## src/rtl/register_bank_if.sv

```systemverilog
// Bundles the write, issue and dual-read signals of the register bank.
// The master side drives requests; the slave side returns registered read results.
interface register_bank_if #(
   parameter int WIDTH     = 32,
   parameter int ADDR_BITS = 5
);
   logic                 RegWrite;
   logic [ADDR_BITS-1:0] Write_Register;
   logic [WIDTH-1:0]     Write_Data;
   logic                 Read_Enable;
   logic [ADDR_BITS-1:0] Read_Register1;
   logic [ADDR_BITS-1:0] Read_Register2;
   logic [WIDTH-1:0]     Read_Data1;
   logic [WIDTH-1:0]     Read_Data2;
   logic                 Read_Pending1;
   logic                 Read_Pending2;
   logic                 Read_Valid;
   logic                 Issue_Valid;
   logic [ADDR_BITS-1:0] Issue_Register;
   logic                 Any_Pending;

   modport master (
      output RegWrite, Write_Register, Write_Data,
      output Read_Enable, Read_Register1, Read_Register2,
      output Issue_Valid, Issue_Register,
      input  Read_Data1, Read_Data2, Read_Pending1, Read_Pending2,
      input  Read_Valid, Any_Pending
   );

   modport slave (
      input  RegWrite, Write_Register, Write_Data,
      input  Read_Enable, Read_Register1, Read_Register2,
      input  Issue_Valid, Issue_Register,
      output Read_Data1, Read_Data2, Read_Pending1, Read_Pending2,
      output Read_Valid, Any_Pending
   );
endinterface

```

## src/rtl/register_bank.sv

```systemverilog
// General-purpose register bank: two registered read ports with write bypass,
// one write port, and a per-register pending scoreboard set at issue, cleared at writeback.
module register_bank #(
   parameter int WIDTH     = 32,
   parameter int ADDR_BITS = 5,
   parameter bit ZERO_REG  = 1'b1
) (
   input  logic Clock,
   input  logic Reset,
   register_bank_if.slave bus
);
   localparam int DEPTH = 2 ** ADDR_BITS;
   localparam logic [ADDR_BITS-1:0] IDX_ZERO = {ADDR_BITS{1'b0}};
   localparam logic [DEPTH-1:0]     ONE_HOT0 = {{(DEPTH-1){1'b0}}, 1'b1};

   logic [WIDTH-1:0] regs_r [DEPTH];
   logic [DEPTH-1:0] pending_r;
   logic [DEPTH-1:0] pending_next_s;
   logic [DEPTH-1:0] clr_mask_s;
   logic [DEPTH-1:0] set_mask_s;
   logic             write_en_s;
   logic             issue_en_s;
   logic [WIDTH:0]   port1_s;
   logic [WIDTH:0]   port2_s;
   logic [WIDTH-1:0] rd1_data_r;
   logic [WIDTH-1:0] rd2_data_r;
   logic             rd1_pend_r;
   logic             rd2_pend_r;
   logic             read_valid_r;
   logic             any_pending_r;

   function automatic logic is_hardzero(input logic [ADDR_BITS-1:0] idx);
      return ZERO_REG && (idx == IDX_ZERO);
   endfunction

   // Result is {pending, data}; an issue only shows same-cycle when it coincides with a bypassed write.
   function automatic logic [WIDTH:0] resolve_port(
      input logic [ADDR_BITS-1:0] idx,
      input logic [WIDTH-1:0]     stored_data,
      input logic                 stored_pend,
      input logic                 we,
      input logic [ADDR_BITS-1:0] wa,
      input logic [WIDTH-1:0]     wd,
      input logic                 iv,
      input logic [ADDR_BITS-1:0] ia
   );
      logic [WIDTH:0] res;
      if (is_hardzero(idx)) begin
         res = {1'b0, {WIDTH{1'b0}}};
      end else if (we && (wa == idx)) begin
         res = {(iv && (ia == idx)), wd};
      end else begin
         res = {stored_pend, stored_data};
      end
      return res;
   endfunction

   // Scoreboard next state: clear on writeback, then set on issue so the new producer wins.
   always_comb begin
      write_en_s     = bus.RegWrite && !is_hardzero(bus.Write_Register);
      issue_en_s     = bus.Issue_Valid && !is_hardzero(bus.Issue_Register);
      clr_mask_s     = write_en_s ? (ONE_HOT0 << bus.Write_Register) : {DEPTH{1'b0}};
      set_mask_s     = issue_en_s ? (ONE_HOT0 << bus.Issue_Register) : {DEPTH{1'b0}};
      pending_next_s = (pending_r & ~clr_mask_s) | set_mask_s;
   end

   // Per-port operand resolution for this cycle's read.
   always_comb begin
      port1_s = {(WIDTH+1){1'b0}};
      port2_s = {(WIDTH+1){1'b0}};
      port1_s = resolve_port(bus.Read_Register1, regs_r[bus.Read_Register1],
                             pending_r[bus.Read_Register1], bus.RegWrite,
                             bus.Write_Register, bus.Write_Data,
                             bus.Issue_Valid, bus.Issue_Register);
      port2_s = resolve_port(bus.Read_Register2, regs_r[bus.Read_Register2],
                             pending_r[bus.Read_Register2], bus.RegWrite,
                             bus.Write_Register, bus.Write_Data,
                             bus.Issue_Valid, bus.Issue_Register);
   end

   // Register file storage.
   always_ff @(posedge Clock or posedge Reset) begin
      if (Reset) begin
         for (int i = 0; i < DEPTH; i++) begin
            regs_r[i] <= {WIDTH{1'b0}};
         end
      end else if (write_en_s) begin
         regs_r[bus.Write_Register] <= bus.Write_Data;
      end
   end

   // Scoreboard and registered read outputs; read outputs hold when no read is accepted.
   always_ff @(posedge Clock or posedge Reset) begin
      if (Reset) begin
         pending_r     <= {DEPTH{1'b0}};
         any_pending_r <= 1'b0;
         read_valid_r  <= 1'b0;
         rd1_data_r    <= {WIDTH{1'b0}};
         rd2_data_r    <= {WIDTH{1'b0}};
         rd1_pend_r    <= 1'b0;
         rd2_pend_r    <= 1'b0;
      end else begin
         pending_r     <= pending_next_s;
         any_pending_r <= |pending_next_s;
         read_valid_r  <= bus.Read_Enable;
         if (bus.Read_Enable) begin
            rd1_data_r <= port1_s[WIDTH-1:0];
            rd2_data_r <= port2_s[WIDTH-1:0];
            rd1_pend_r <= port1_s[WIDTH];
            rd2_pend_r <= port2_s[WIDTH];
         end
      end
   end

   assign bus.Read_Data1    = rd1_data_r;
   assign bus.Read_Data2    = rd2_data_r;
   assign bus.Read_Pending1 = rd1_pend_r;
   assign bus.Read_Pending2 = rd2_pend_r;
   assign bus.Read_Valid    = read_valid_r;
   assign bus.Any_Pending   = any_pending_r;
endmodule

```

## src/flat_wrapper.sv

```systemverilog
// flat-port wrapper written by rule: the top's interface ports become plain ports
module register_bank_flat 
#(
   parameter int WIDTH     = 32,
   parameter int ADDR_BITS = 5,
   parameter bit ZERO_REG  = 1'b1
)
  (Clock, Reset, bus_RegWrite, bus_Write_Register, bus_Write_Data, bus_Read_Enable, bus_Read_Register1, bus_Read_Register2, bus_Issue_Valid, bus_Issue_Register, bus_Read_Data1, bus_Read_Data2, bus_Read_Pending1, bus_Read_Pending2, bus_Read_Valid, bus_Any_Pending);
  register_bank_if #(.WIDTH(WIDTH), .ADDR_BITS(ADDR_BITS)) bus_i ();
  input  logic Clock;
  input  logic Reset;
  input wire logic [$bits(bus_i.RegWrite)-1:0] bus_RegWrite;
  input wire logic [$bits(bus_i.Write_Register)-1:0] bus_Write_Register;
  input wire logic [$bits(bus_i.Write_Data)-1:0] bus_Write_Data;
  input wire logic [$bits(bus_i.Read_Enable)-1:0] bus_Read_Enable;
  input wire logic [$bits(bus_i.Read_Register1)-1:0] bus_Read_Register1;
  input wire logic [$bits(bus_i.Read_Register2)-1:0] bus_Read_Register2;
  input wire logic [$bits(bus_i.Issue_Valid)-1:0] bus_Issue_Valid;
  input wire logic [$bits(bus_i.Issue_Register)-1:0] bus_Issue_Register;
  output wire logic [$bits(bus_i.Read_Data1)-1:0] bus_Read_Data1;
  output wire logic [$bits(bus_i.Read_Data2)-1:0] bus_Read_Data2;
  output wire logic [$bits(bus_i.Read_Pending1)-1:0] bus_Read_Pending1;
  output wire logic [$bits(bus_i.Read_Pending2)-1:0] bus_Read_Pending2;
  output wire logic [$bits(bus_i.Read_Valid)-1:0] bus_Read_Valid;
  output wire logic [$bits(bus_i.Any_Pending)-1:0] bus_Any_Pending;
  assign bus_i.RegWrite = bus_RegWrite;
  assign bus_i.Write_Register = bus_Write_Register;
  assign bus_i.Write_Data = bus_Write_Data;
  assign bus_i.Read_Enable = bus_Read_Enable;
  assign bus_i.Read_Register1 = bus_Read_Register1;
  assign bus_i.Read_Register2 = bus_Read_Register2;
  assign bus_i.Issue_Valid = bus_Issue_Valid;
  assign bus_i.Issue_Register = bus_Issue_Register;
  assign bus_Read_Data1 = bus_i.Read_Data1;
  assign bus_Read_Data2 = bus_i.Read_Data2;
  assign bus_Read_Pending1 = bus_i.Read_Pending1;
  assign bus_Read_Pending2 = bus_i.Read_Pending2;
  assign bus_Read_Valid = bus_i.Read_Valid;
  assign bus_Any_Pending = bus_i.Any_Pending;
  register_bank #(.WIDTH(WIDTH), .ADDR_BITS(ADDR_BITS), .ZERO_REG(ZERO_REG)) u_core (.Clock(Clock), .Reset(Reset), .bus(bus_i));
endmodule
```

## config.mk

```make
export PLATFORM = sky130hd
export DESIGN_NAME = register_bank_flat
export DESIGN_NICKNAME = d
export VERILOG_FILES = /design/src/rtl/register_bank_if.sv /design/src/rtl/register_bank.sv /design/src/flat_wrapper.sv
export SDC_FILE = /design/constraint.sdc
export NUM_CORES = 2
export LEC_CHECK = 0
export CORE_UTILIZATION = 30
export DETAILED_ROUTE_END_ITERATION = 12
export DONT_BUFFER_PORTS = 1
export PLACE_DENSITY = 0.42
export SLEW_MARGIN = 25
export SYNTH_ARGS = -nofsm -noshare
export SYNTH_HDL_FRONTEND = slang
export SYNTH_SLANG_ARGS = --single-unit
```

## constraint.sdc

```tcl
create_clock -name Clock -period 95.1 [get_ports Clock]
set_input_delay 9.51 -clock Clock [delete_from_list [all_inputs] [get_ports Clock]]
set_output_delay 9.51 -clock Clock [all_outputs]
set_load 0.05 [all_outputs]
```

# Yosys cells after proc, flatten, opt, wreduce, memory -nomap -nowiden
# Cells that the tools add are included.
# word_totals
reg_bits,1124
in_bits,57
# op_classes
reduce_logical,14
n_lt_le_gt_ge,6
shift,2
n_eq_ne,4
bitwise,6
muxes,19
# op_table
cell,n
1024-bit bitwise mux,1
32-bit binary-select mux with 5-bit select,2
32-bit 2-to-1 mux,7
32-bit demux with 5-bit select,1
33-bit 2-to-1 mux,4
1-bit by 5-bit left shift with 32-bit output (first input constant),2
32-bit AND,1
32-bit inverter,1
32-bit bitwise OR,1
32-bit OR reduction,1
5-bit == test,4
5-bit zero test,4
6-bit greater-or-equal comparator (second input constant),3
5-bit inverter with 6-bit output,3
5-bit by 6-bit < comparator with 1-bit output (second input constant),2
1-bit binary-select mux with 5-bit select,2
1-bit logical AND,7
6-bit by 1-bit < comparator with 1-bit output (second input constant),1
1-bit zero test,2
1-bit 2-to-1 mux,2

# Longest topological paths before layout
# depth
word_depth,8
depth_mapped,9
ltp_nobuf,5

# Worst setup path after synthesis
# OpenSTA, ideal clock, no wires.
# synth_path
kind,in2reg
startpoint,input port bus_Read_Register2[2]
endpoint,register u_core.rd2_data_r[10] (netlist: u_core.bus.Read_Data2[10])
path_buffers,3
slack_ns,83.726
setup_ns,0.131
stages,7
required_time_ns,94.969
arrival_ns,11.243
cell_sequence,clkbuf_1 -> buf_2 -> clkbuf_1 -> mux4_2 -> mux4_2 -> nand2b_1 -> nand3_1
# synth_between
elab_chain_cells,6
elab_cells_between_ends,9
classes_between,eq/ne: 1; mux: 5; bitwise: 1; reduce/logical: 2
# synth_lines
element,line_no,text
from (decl),flat_wrapper.sv:17,input wire logic [$bits(bus_i.Read_Register2)-1:0] bus_Read_Register2;
5-bit inverter with 6-bit output (not written as such),register_bank.sv:75,"port2_s = resolve_port(bus.Read_Register2, regs_r[bus.Read_Register2],"
32-bit binary-select mux with 5-bit select,register_bank.sv:75,
32-bit 2-to-1 mux (not written as such) (2 in series),register_bank.sv:75,
33-bit 2-to-1 mux,register_bank.sv:50,end else if (we && (wa == idx)) begin
33-bit 2-to-1 mux (*),register_bank.sv:48,if (is_hardzero(idx)) begin
to (signal assigned),register_bank.sv:99,rd2_data_r <= {WIDTH{1'b0}};
to (signal assigned),register_bank.sv:108,rd2_data_r <= port2_s[WIDTH-1:0];
to (decl),register_bank.sv:26,logic [WIDTH-1:0] rd2_data_r;
# Every way passes the cells marked *; elsewhere a longest branch is shown, timed or not. The select of a mux whose other input is x is not followed.
# A chain may end at the register's enable or synchronous reset.

# Final worst setup path
# layout_path
startpoint,input port bus_Read_Register1[1]
endpoint,register u_core.rd1_data_r[13] (netlist: u_core.bus.Read_Data1[13])
# layout_between
elab_chain_cells,6
elab_cells_between_ends,9
classes_between,eq/ne: 1; mux: 5; bitwise: 1; reduce/logical: 2
# layout_lines
element,line_no,text
from (decl),flat_wrapper.sv:16,input wire logic [$bits(bus_i.Read_Register1)-1:0] bus_Read_Register1;
5-bit inverter with 6-bit output (not written as such),register_bank.sv:71,"port1_s = resolve_port(bus.Read_Register1, regs_r[bus.Read_Register1],"
32-bit binary-select mux with 5-bit select,register_bank.sv:71,
32-bit 2-to-1 mux (not written as such) (2 in series),register_bank.sv:71,
33-bit 2-to-1 mux,register_bank.sv:50,
33-bit 2-to-1 mux (*),register_bank.sv:48,
to (signal assigned),register_bank.sv:98,rd1_data_r <= {WIDTH{1'b0}};
to (signal assigned),register_bank.sv:107,rd1_data_r <= port1_s[WIDTH-1:0];
to (decl),register_bank.sv:25,logic [WIDTH-1:0] rd1_data_r;
# Marks and branches as above.

==> results.txt <==
- Status: completed
* Final WL: 211000 µm
* Final hold violations: 0
* Area contributors post-synth: dfrtp_1, mux4_2, mux2_2, mux2i_1, clkbuf_1
- The first global-routing pass estimated 304400 µm of wire.
- A synthesized cell averages 15.45 µm².
- Floorplan die area: 198900 µm²
- Clock-pin slew was measured on the worst setup and hold paths at 60 ps.
- The library cell used most frequently in the layout, excluding fill and tap cells, is dfrtp_1.
- Post-synthesis instance area: 59130 µm²
- After technology mapping, the gate count stands at 3827.
* CTS tree: built
* Post_cts resized: 0
- Insertion delay of the later-clocked pin in the worst-skew pair: 810 ps
- Top-area cell type share of the netlist area: 47.57%
* Cell area after layout: 65870 µm²
- CP Class: in2reg
* Synth cell types: 61
- Counting flops and latches in the post-synthesis netlist gives 1124.
* Post-synthesis to final-layout area growth: 11.40%
* Share of synthesized area occupied by flip-flops and latches: 47.57%
- # nets final: 3646
* Number of slew-limit violations in the final report: 0
- Once detail routing completed, the nets flagged for antenna violations numbered 0.
- Count of vias placed by the detailed router: 35420
- Number of detailed-routing iterations run before antenna repair: 5
- Buffers added to address setup during post-CTS repair amount to 0.
* Share of the cycle needed by the critical path after routing: 12.61%
* Power per Cell Area: 21.97 nW/µm²
* Launch instance of the worst register-to-register path: u_core.regs_r[54]
* Setup repair after global routing missed its margin: no
* Total power draw: 1.447 mW
* Max-slew headroom: 26.85%
* Vias per inst: 5.599
* Detailed-route wire length per cell: 33.35 µm
- CP endpoint kind: register
* Count of hold-fix buffers inserted at cts: 0
- Global-route usage over all layers: 21.48%
* Peak VDD IR: 0.01649 mV
* Number of cells after detailed placement: 6072
- On the final layout, the worst hold slack is 393.9 ps.
- Chip Height: 446.0 µm
- At the worst endpoint, the required time is 95760 ps.
* # Max-Cap Violations: 0
* TritonCTS buffer count: 139
- Cell area reported after detailed placement: 61230 µm²
- During synthesis, Yosys emitted a total of 0 warnings.
- Cell accounting for the most synthesized area: dfrtp_1
- Vias in the first global route: 37870
- Fraction of registers with async set or reset after synthesis: 100.0%
* CTS Root Cell: clkbuf_16
- Counting every sink on the clock net gives 1124.
- When the netlist entered floorplanning its net count stood at 3884.
- Overall overflow remaining after global route: 0
- Number of antenna violations at the first check in global routing: 4
* # IOs: 125
- Worst setup path startpoint: bus_Read_Register1[1]
- Summed over all cells, the static leakage comes to 27.65 nW.
* Flop2flop setup slack: 93110 ps
- From left edge to right edge, the die measures 446.0 µm.
* Final-layout setup total negative slack: 0 ps
* Final non-filler cell total: 6326
* DRC violations left: 0
- Port buffering added 0 buffers.
- Critical-path maximum fanout: 237
* Maximum clock rate: 83.37 MHz
* Initial drt markers: 2455
* Detailed placement HPWL: 107000 µm
- The clock period could shrink to 11990 ps.
- Path class of the lowest-slack min-delay path: reg2reg
- Fraction of final layout cells sized beyond drive strength 1: 50.08%
- Critical Path Sink: u_core.bus.Read_Data1[13]
- Yosys mapped a number of flops with a built-in enable equal to 0.
* Level count of the clock H-tree: 4
- Arrival time at the worst endpoint: 12660 ps
- The congestion estimate from routability-driven global placement came to 0.7508.
* Maximum number of pins on one net before global-route repair: 280
* Transition time at the pin with the least slew margin: 1097 ps
* CTS Buffer Depth: 3
* Std cell rows: 162
* Initial Util: 30.26%
- Placeable Area: 195400 µm²
- Final number of setup-violating endpoints: 0
* Endpoint of the lowest-slack register-to-register path: u_core.bus.Read_Data1[22]
- Clk_skew: 28.42 ps
* Critical path startpoint category: input port
- Cell count of the worst reg-to-reg path: 4
* Commonest cells after routing, fill and taps aside: dfrtp_1, mux2_2, mux4_2
- Most used flip-flop cell after synthesis: dfrtp_1
through the flow:
stage / util, % / worst slack, ps
2_1_floorplan: - / 53940
3_3_place_gp: 31.30 / 82360
3_5_place_dp: 31.34 / 82370
4_1_cts: 33.70 / 83210
5_1_grt: 33.71 / 83010
6_report: 33.71 / 83110
synth_stat cells (all sizes together) (3+ instances only):
| master | count |
|---|---|
| dfrtp | 1124 |
| mux2 | 1021 |
| mux4 | 557 |
| clkbuf | 226 |
| buf | 209 |
| mux2i | 139 |
| nand2b | 80 |
| nand2 | 65 |
| a22oi | 49 |
| o21ai | 36 |
| nand3 | 33 |
| nor2 | 32 |
| o22ai | 27 |
| a221oi | 25 |
| o221ai | 25 |
| a221o | 19 |
| a211oi | 16 |
| o31ai | 16 |
| nor4 | 13 |
| xnor2 | 12 |
| inv | 10 |
| nand4 | 10 |
| a22o | 8 |
| xor2 | 8 |
| o211ai | 7 |
| nor2b | 6 |
| o2111ai | 5 |
| o41ai | 5 |
| or2 | 5 |
| nand4b | 4 |
| nor3 | 4 |
| o311ai | 4 |
| and2 | 3 |
| nand4bb | 3 |
cell type report:
class	count	area [µm²]
fillers	18830	129500
multi-input cells	2258	29270
flip-flops and latches	1124	28130
clock buffers	210	4160
well taps	2624	3283
repair buffers	56	506.7
clock inverters	40	462.9
inverters	10	52.55
diodes	4	10.01
sequential cells by signal, indices dropped and copies added, names as in the netlist:
register / flops
u_core.bus.Any_Pending: 1
u_core.bus.Read_Data1: 32
u_core.bus.Read_Data2: 32
u_core.bus.Read_Pending1: 1
u_core.bus.Read_Pending2: 1
u_core.bus.Read_Valid: 1
u_core.pending_r: 32
u_core.regs_r: 1024
where the power goes:
part	internal (mW)	leakage [nW]	total (mW)	switching, mW
clock network	0.317	2.27	0.542	0.225
logic	0.161	11.0	0.240	0.0788
registers	0.570	14.4	0.665	0.0951
total	1.05	27.6	1.45	0.399
worst min path at each step:
| stage | end | startpoint | cells past startpoint |
|---|---|---|---|
| 6_report | u_core.regs_r[998] | u_core.regs_r[998] | 0 |
| 2_1_floorplan | u_core.regs_r[1000] | u_core.regs_r[1000] | 1 |
| 3_3_place_gp | u_core.regs_r[1013] | u_core.regs_r[1013] | 0 |
| 3_5_place_dp | u_core.regs_r[998] | u_core.regs_r[998] | 0 |
| 5_1_grt | u_core.regs_r[1010] | u_core.regs_r[1010] | 0 |
| 4_1_cts | u_core.regs_r[998] | u_core.regs_r[998] | 0 |
cells by family after synthesis:
family / Yosys count / synth area share, %
DFF: 1124 / 47.57
xor gates and xnor gates: 20 / 0.2963
muxes: 1717 / 43.01
buffers and inverters: 445 / 3.407
and+or+nand+nor: 274 / 2.537
AOI/OAI and AO/OA: 247 / 3.176
routing by layer:
layer  vias up  GRT usage, %  part of all wire (%)
met2       785         36.30                    50
met1     19960         28.36                    43
met3       245         3.343                   4.2
met4         0         6.202                   2.7
li1      14440             -                     -
met5         -             0                     0
worst max-delay path, stage by stage:
cell and delay (ps):
or3_2 580, buf_4 390, o31ai_2 410, o21bai_4 460, buf_4 650, nor4_1 150, a221o_1 290
Power figures use the tool's default switching activity.
